==> src/rtl/clock_gen_bank.sv <==
// ============================================================================
// clock_gen_bank : bank of NUM_CH programmable clock/tick generators.
// Optional: CLOCK_GEN_BANK_SYNC_EN adds a 'sync' input for phase alignment.
// Revision: 1.0
// ============================================================================
`default_nettype none

module clock_gen_bank #(
  parameter int NUM_CH = 3,
  parameter int DIV_W  = 16,
  parameter int CH_W   = 2,
  parameter logic [NUM_CH*DIV_W-1:0] RST_DIV = {16'd4, 16'd12500, 16'd1302}
) (
  input  logic              clk,
  input  logic              rst,
  input  logic [NUM_CH-1:0] ch_en,
  input  logic              cfg_we,
  input  logic [CH_W-1:0]   cfg_ch,
  input  logic [DIV_W-1:0]  cfg_div,
`ifdef CLOCK_GEN_BANK_SYNC_EN
  input  logic              sync,
`endif
  output logic [NUM_CH-1:0] clk_out,
  output logic [NUM_CH-1:0] tick,
  output logic [NUM_CH-1:0] pending
);

  localparam logic [1:0] c_idle = 2'd0;
  localparam logic [1:0] c_low  = 2'd1;
  localparam logic [1:0] c_high = 2'd2;

  logic w_sync;
`ifdef CLOCK_GEN_BANK_SYNC_EN
  assign w_sync = sync;
`else
  assign w_sync = 1'b0;
`endif

  for (genvar i = 0; i < NUM_CH; i++) begin : g_ch
    localparam logic [CH_W-1:0] c_idx = CH_W'(i);

    logic [1:0]       r_state, w_state_nxt;
    logic [DIV_W-1:0] r_cnt, w_cnt_nxt;
    logic [DIV_W-1:0] r_active, w_active_nxt, r_shadow, w_shadow_nxt;
    logic [DIV_W-1:0] w_ratio, w_low;
    logic             r_clk, r_tick, r_pend;
    logic             w_clk_nxt, w_tick_nxt, w_pend_nxt;
    logic             w_hit, w_boundary, w_apply;

    // The counter spans the whole period; the first w_low counts are LOW.
    assign w_ratio    = (r_active < DIV_W'(2)) ? DIV_W'(2) : r_active;
    assign w_low      = w_ratio >> 1;
    assign w_boundary = (r_state == c_high) && (r_cnt == w_ratio - DIV_W'(1));
    assign w_hit      = cfg_we && (cfg_ch == c_idx);

    always_ff @(posedge clk) begin
      if (rst) begin
        r_state  <= c_idle;
        r_cnt    <= '0;
        r_active <= RST_DIV[i*DIV_W +: DIV_W];
        r_shadow <= RST_DIV[i*DIV_W +: DIV_W];
        r_clk    <= 1'b0;
        r_tick   <= 1'b0;
        r_pend   <= 1'b0;
      end else begin
        r_state  <= w_state_nxt;
        r_cnt    <= w_cnt_nxt;
        r_active <= w_active_nxt;
        r_shadow <= w_shadow_nxt;
        r_clk    <= w_clk_nxt;
        r_tick   <= w_tick_nxt;
        r_pend   <= w_pend_nxt;
      end
    end

    always_comb begin
      w_state_nxt = r_state;
      w_cnt_nxt   = r_cnt;
      if (!ch_en[i]) begin
        w_state_nxt = c_idle;
        w_cnt_nxt   = '0;
      end else if ((r_state == c_idle) || w_sync || w_boundary) begin
        w_state_nxt = c_low;
        w_cnt_nxt   = '0;
      end else begin
        w_cnt_nxt   = r_cnt + DIV_W'(1);
        w_state_nxt = (w_cnt_nxt < w_low) ? c_low : c_high;
      end
    end

    // Outputs are computed for the coming cycle so they leave a flop.
    always_comb begin
      w_clk_nxt  = (w_state_nxt == c_high);
      w_tick_nxt = (w_state_nxt == c_high) && (w_cnt_nxt == w_ratio - DIV_W'(1));
    end

    // Shadow ratio is promoted only when no period is in flight.
    always_comb begin
      w_shadow_nxt = w_hit ? cfg_div : r_shadow;
      w_apply      = (r_state == c_idle) || w_boundary || w_sync;
      w_active_nxt = w_apply ? w_shadow_nxt : r_active;
      w_pend_nxt   = w_apply ? 1'b0 : (r_pend | w_hit);
    end

    assign clk_out[i] = r_clk;
    assign tick[i]    = r_tick;
    assign pending[i] = r_pend;
  end

endmodule

`default_nettype wire
==> config.mk <==
export PLATFORM = sky130hd
export DESIGN_NAME = clock_gen_bank
export DESIGN_NICKNAME = d
export VERILOG_FILES = /design/src/rtl/clock_gen_bank.sv
export SDC_FILE = /design/constraint.sdc
export NUM_CORES = 1
export LEC_CHECK = 0
export ABC_AREA = 0
export ABC_CLOCK_PERIOD_IN_PS = 5450
export BUFFER_PORTS_ARGS = -buffer_cell sky130_fd_sc_hd__clkbuf_2
export CORE_MARGIN = 3
export CORE_UTILIZATION = 40
export CTS_CLUSTER_SIZE = 12
export DETAILED_ROUTE_END_ITERATION = 10
export PLACE_DENSITY = 0.66
export RECOVER_POWER = 100
export SKIP_LAST_GASP = 1
export SLEW_MARGIN = 20
export SYNTH_ARGS = -nofsm -noshare
export SYNTH_HDL_FRONTEND = slang
export SYNTH_SLANG_ARGS = --single-unit
==> constraint.sdc <==
create_clock -name clk -period 5.45 [get_ports clk]
set_input_delay 0 -clock clk [delete_from_list [all_inputs] [get_ports clk]]
set_output_delay 0 -clock clk [all_outputs]
set_load 0.05 [all_outputs]
==> impl_metrics.json <==
{
  "synthesis.nets": 1366,
  "dieArea_mm2": 0.0275,
  "synth_compound_area_share_pct": 17.9,
  "finalNetCount": 1388,
  "ys.flop_type": "dfxtp_1",
  "syn_avg_cell_area_um2": 7.88,
  "fin_crit_ns": 5.14,
  "synthMuxAreaShare_pct": 1.02,
  "grt_start_max_net_pins": 51,
  "clk_pin_slew_ns": 0.08,
  "multi_input_area_mm2": 0.00641,
  "htreeDepth": 4,
  "vias": 9379,
  "die_h_um": 166,
  "post_cts_buffers": 0,
  "critical_path.cell_chain": "or4_1, buf_4, nor4_1, nor2_1, ha_1, buf_4, or3_1, o32ai_1, nor3_1, or4b_2, nor4b_4, mux2_2, nor4b_1, or4b_1, a2111oi_2",
  "synthAdderAreaFrac_pct": 5.89,
  "ff_latch_area_mm2": 0.00318,
  "synth-simple-area-share_pct": 25.5,
  "ctsRootBufferMaster": "clkbuf_16",
  "cpPeakStageDelay_ns": 0.66,
  "synth_area_leaders": "dfxtp_1 (31%), xnor2_1 (7.6%), ha_1 (5.9%)",
  "diodes": 0,
  "rows": 57,
  "drv_slew": 18,
  "grt_pass1_vias": 8735,
  "ir_worst_vdd_uv": 180,
  "dieWidth_um": 166,
  "track_usage_pct": 20.4,
  "r2r_cells": 15,
  "viasPerCell": 5.67,
  "critPathMaxFanout": 7,
  "cp-start-kind": "register",
  "syn_to_final_growth_pct": 12.1,
  "hpwl_um": 21900,
  "worstSkewPairLatency_ns": 0.44,
  "cp_data_required_time_ns": 5.79,
  "ys_types": 79,
  "synth_top_area_share_pct": 31.2,
  "fill_cells": 2497,
  "synth-async-reset-ratio_pct": 0,
  "p_leak_uw": 0.00470,
  "wire_per_inst_um": 17.2,
  "postSynthCellCount": 1294,
  "critPathCaptureType": "register",
  "cts_buffers": 17,
  "hold_viol": 0,
  "drt_pre_antenna_iters": 5,
  "status": "complete, but fails checks",
  "finalSetupTns_ns": 0,
  "grt_pass1_wl_um": 46200,
  "synth_enable_flop_cells": 0,
  "place.gp.congestion": 0.947,
  "drt-initial-drc-count": 776,
  "worstMarginPinSlew_ns": 1.91,
  "maxCapViolations": 1,
  "final_cell_mix": "dfxtp_1 (159), nand2_1 (151), nor2_1 (104)",
  "worstSetupPathType": "reg2reg",
  "yosysSeqAreaShare_pct": 31.2,
  "rsz0062_at_grt": "false",
  "cts_tree": "built",
  "clock.fmax_ghz": 0.194,
  "holdPathStages": 4,
  "wirelength_um": 28400,
  "hold_ws_ns": 0.211,
  "drcViolationCount": 0,
  "finalCritPeriodShare_pct": 94.3,
  "arrival_ns": 5.48,
  "cts_buffer_depth": 2,
  "drive_gt1_share_pct": 8.80,
  "synth_top_area_cell": "dfxtp_1",
  "core_area_mm2": 0.0247,
  "overflow": 0,
  "ys_warn_count": 0,
  "cts_num_sinks": 159,
  "antenna_found_initial": 2,
  "setup-violations-final": 0,
  "design_area_mm2": 0.0114,
  "max-slew-margin-rel_pct": -27.9,
  "synth_top_family_by_area": "simple AND/OR/NAND/NOR gates",
  "place_area_mm2": 0.0106,
  "min_path_type": "in2reg",
  "synth_xor_area_share_pct": 11.9,
  "numPortBuffers": 32,
  "skew_ns": 0.0124,
  "start_util_pct": 41.3,
  "pin_count": 33,
  "violations": "capacitance limit, slew limit",
  "critPathSlowestCell": "or4b_2",
  "cpMostUsedCell": "buf_4",
  "postRouteAntennaNets": 0,
  "p_per_area_mw_per_mm2": 252,
  "final_core_util_pct": 46.3,
  "final_common_cell": "dfxtp_1",
  "synth-seq-cells": 159,
  "syn-cell-area_mm2": 0.0102
}
==> worst paths after layout <==
| check | startpoint | end | slack [ns] |
|---|---|---|---|
| max | g_ch[2].r_active[15] | g_ch[2].r_tick | 0.31 |
| min | cfg_ch[1] | g_ch[0].r_shadow[9] | 0.21 |
| max reg2reg | g_ch[2].r_active[15] | g_ch[2].r_tick | 0.31 |
| min reg2reg | g_ch[0].r_shadow[1] | g_ch[0].r_shadow[1] | 0.46 |
==> final cells by class <==
type                            instances  share of cell area, %
Sequential cell                       159                   27.8
Clock buffer                           19                   3.87
Clock inverter                         13                   1.15
Inverter                               91                   2.99
Multi-Input combinational cell        969                   56.0
Timing Repair Buffer                   78                   4.58
Tap cell                              324                   3.55
==> metal layers <==
metal | share of wire (%) | track usage (%) | wire length, um | vias up
li1 | - | - | - | 4604
met1 | 47 | 28.8 | 13400 | 4462
met2 | 45 | 32.2 | 12900 | 265
met3 | 5.8 | 3.79 | 1660 | 44
met4 | 1.6 | 5.32 | 456 | 4
met5 | 0.081 | 0 | 23 | -
==> cells by family after synthesis <==
group | Yosys count
and+or+nand+nor | 513
adders and majority gates | 48
DFF | 159
xor gates and xnor gates | 135
AOI/OAI and AO/OA | 263
buffers and inverters | 166
muxes | 10
==> what timing repair did <==
action,4_1_cts,5_1_grt
endpoints found under the hold margin,52,0
hold buffers,19,0
pin swaps,0,0
gates resized for setup,1,11
endpoints found under the setup margin,1,38
==> state kept, by name, summed over array words and instances (netlist names) <==
signal         count
g_ch.r_active     48
g_ch.r_state       6
g_ch.r_cnt        48
g_ch.r_clk         3
g_ch.r_tick        3
g_ch.r_pend        3
g_ch.r_shadow     48
==> worst max-delay path, delay by kind of cell, from the launching register on <==
kind	cells	cell delay (ns)
AO/OA/AOI/OAI	2	0.41
adder cells (fa/ha/maj)	1	0.21
flip-flops	1	0.31
AND/OR/NAND/NOR	9	3.37
buffers and inverters	2	0.36
multiplexers	1	0.38
==> synth_stat cells, types with 12 or more instances <==
library cell  instances
dfxtp_1             159
nand2_1             152
nor2_1              105
inv_1                90
xnor2_1              88
a21oi_1              68
clkbuf_1             57
ha_1                 48
xor2_1               45
nor3_1               41
o21ai_0              41
o22a_1               37
nand3_1              35
and3_1               32
nand4_1              31
nor4_1               22
a21o_1               12
a31oi_1              12
or3_1                12
==> power breakdown <==
| part | total (uW) | leakage, uW | internal, uW | switching [uW] |
|---|---|---|---|---|
| combinational | 461 | 0.00313 | 185 | 275 |
| clock | 1180 | 0.000276 | 651 | 530 |
| sequential | 1240 | 0.00130 | 1200 | 42.5 |
==> metrics by stage <==
stage,worst slack (ns),cells,total power [uW]
2_1_floorplan,0.0850,1294,1580
3_5_place_dp,0.0360,1602,1710
5_1_grt,0.0247,1653,3010
3_3_place_gp,0.0460,1602,1700
6_report,0.308,1653,2890
4_1_cts,0.101,1653,2890
Power figures use the tool's default switching activity.
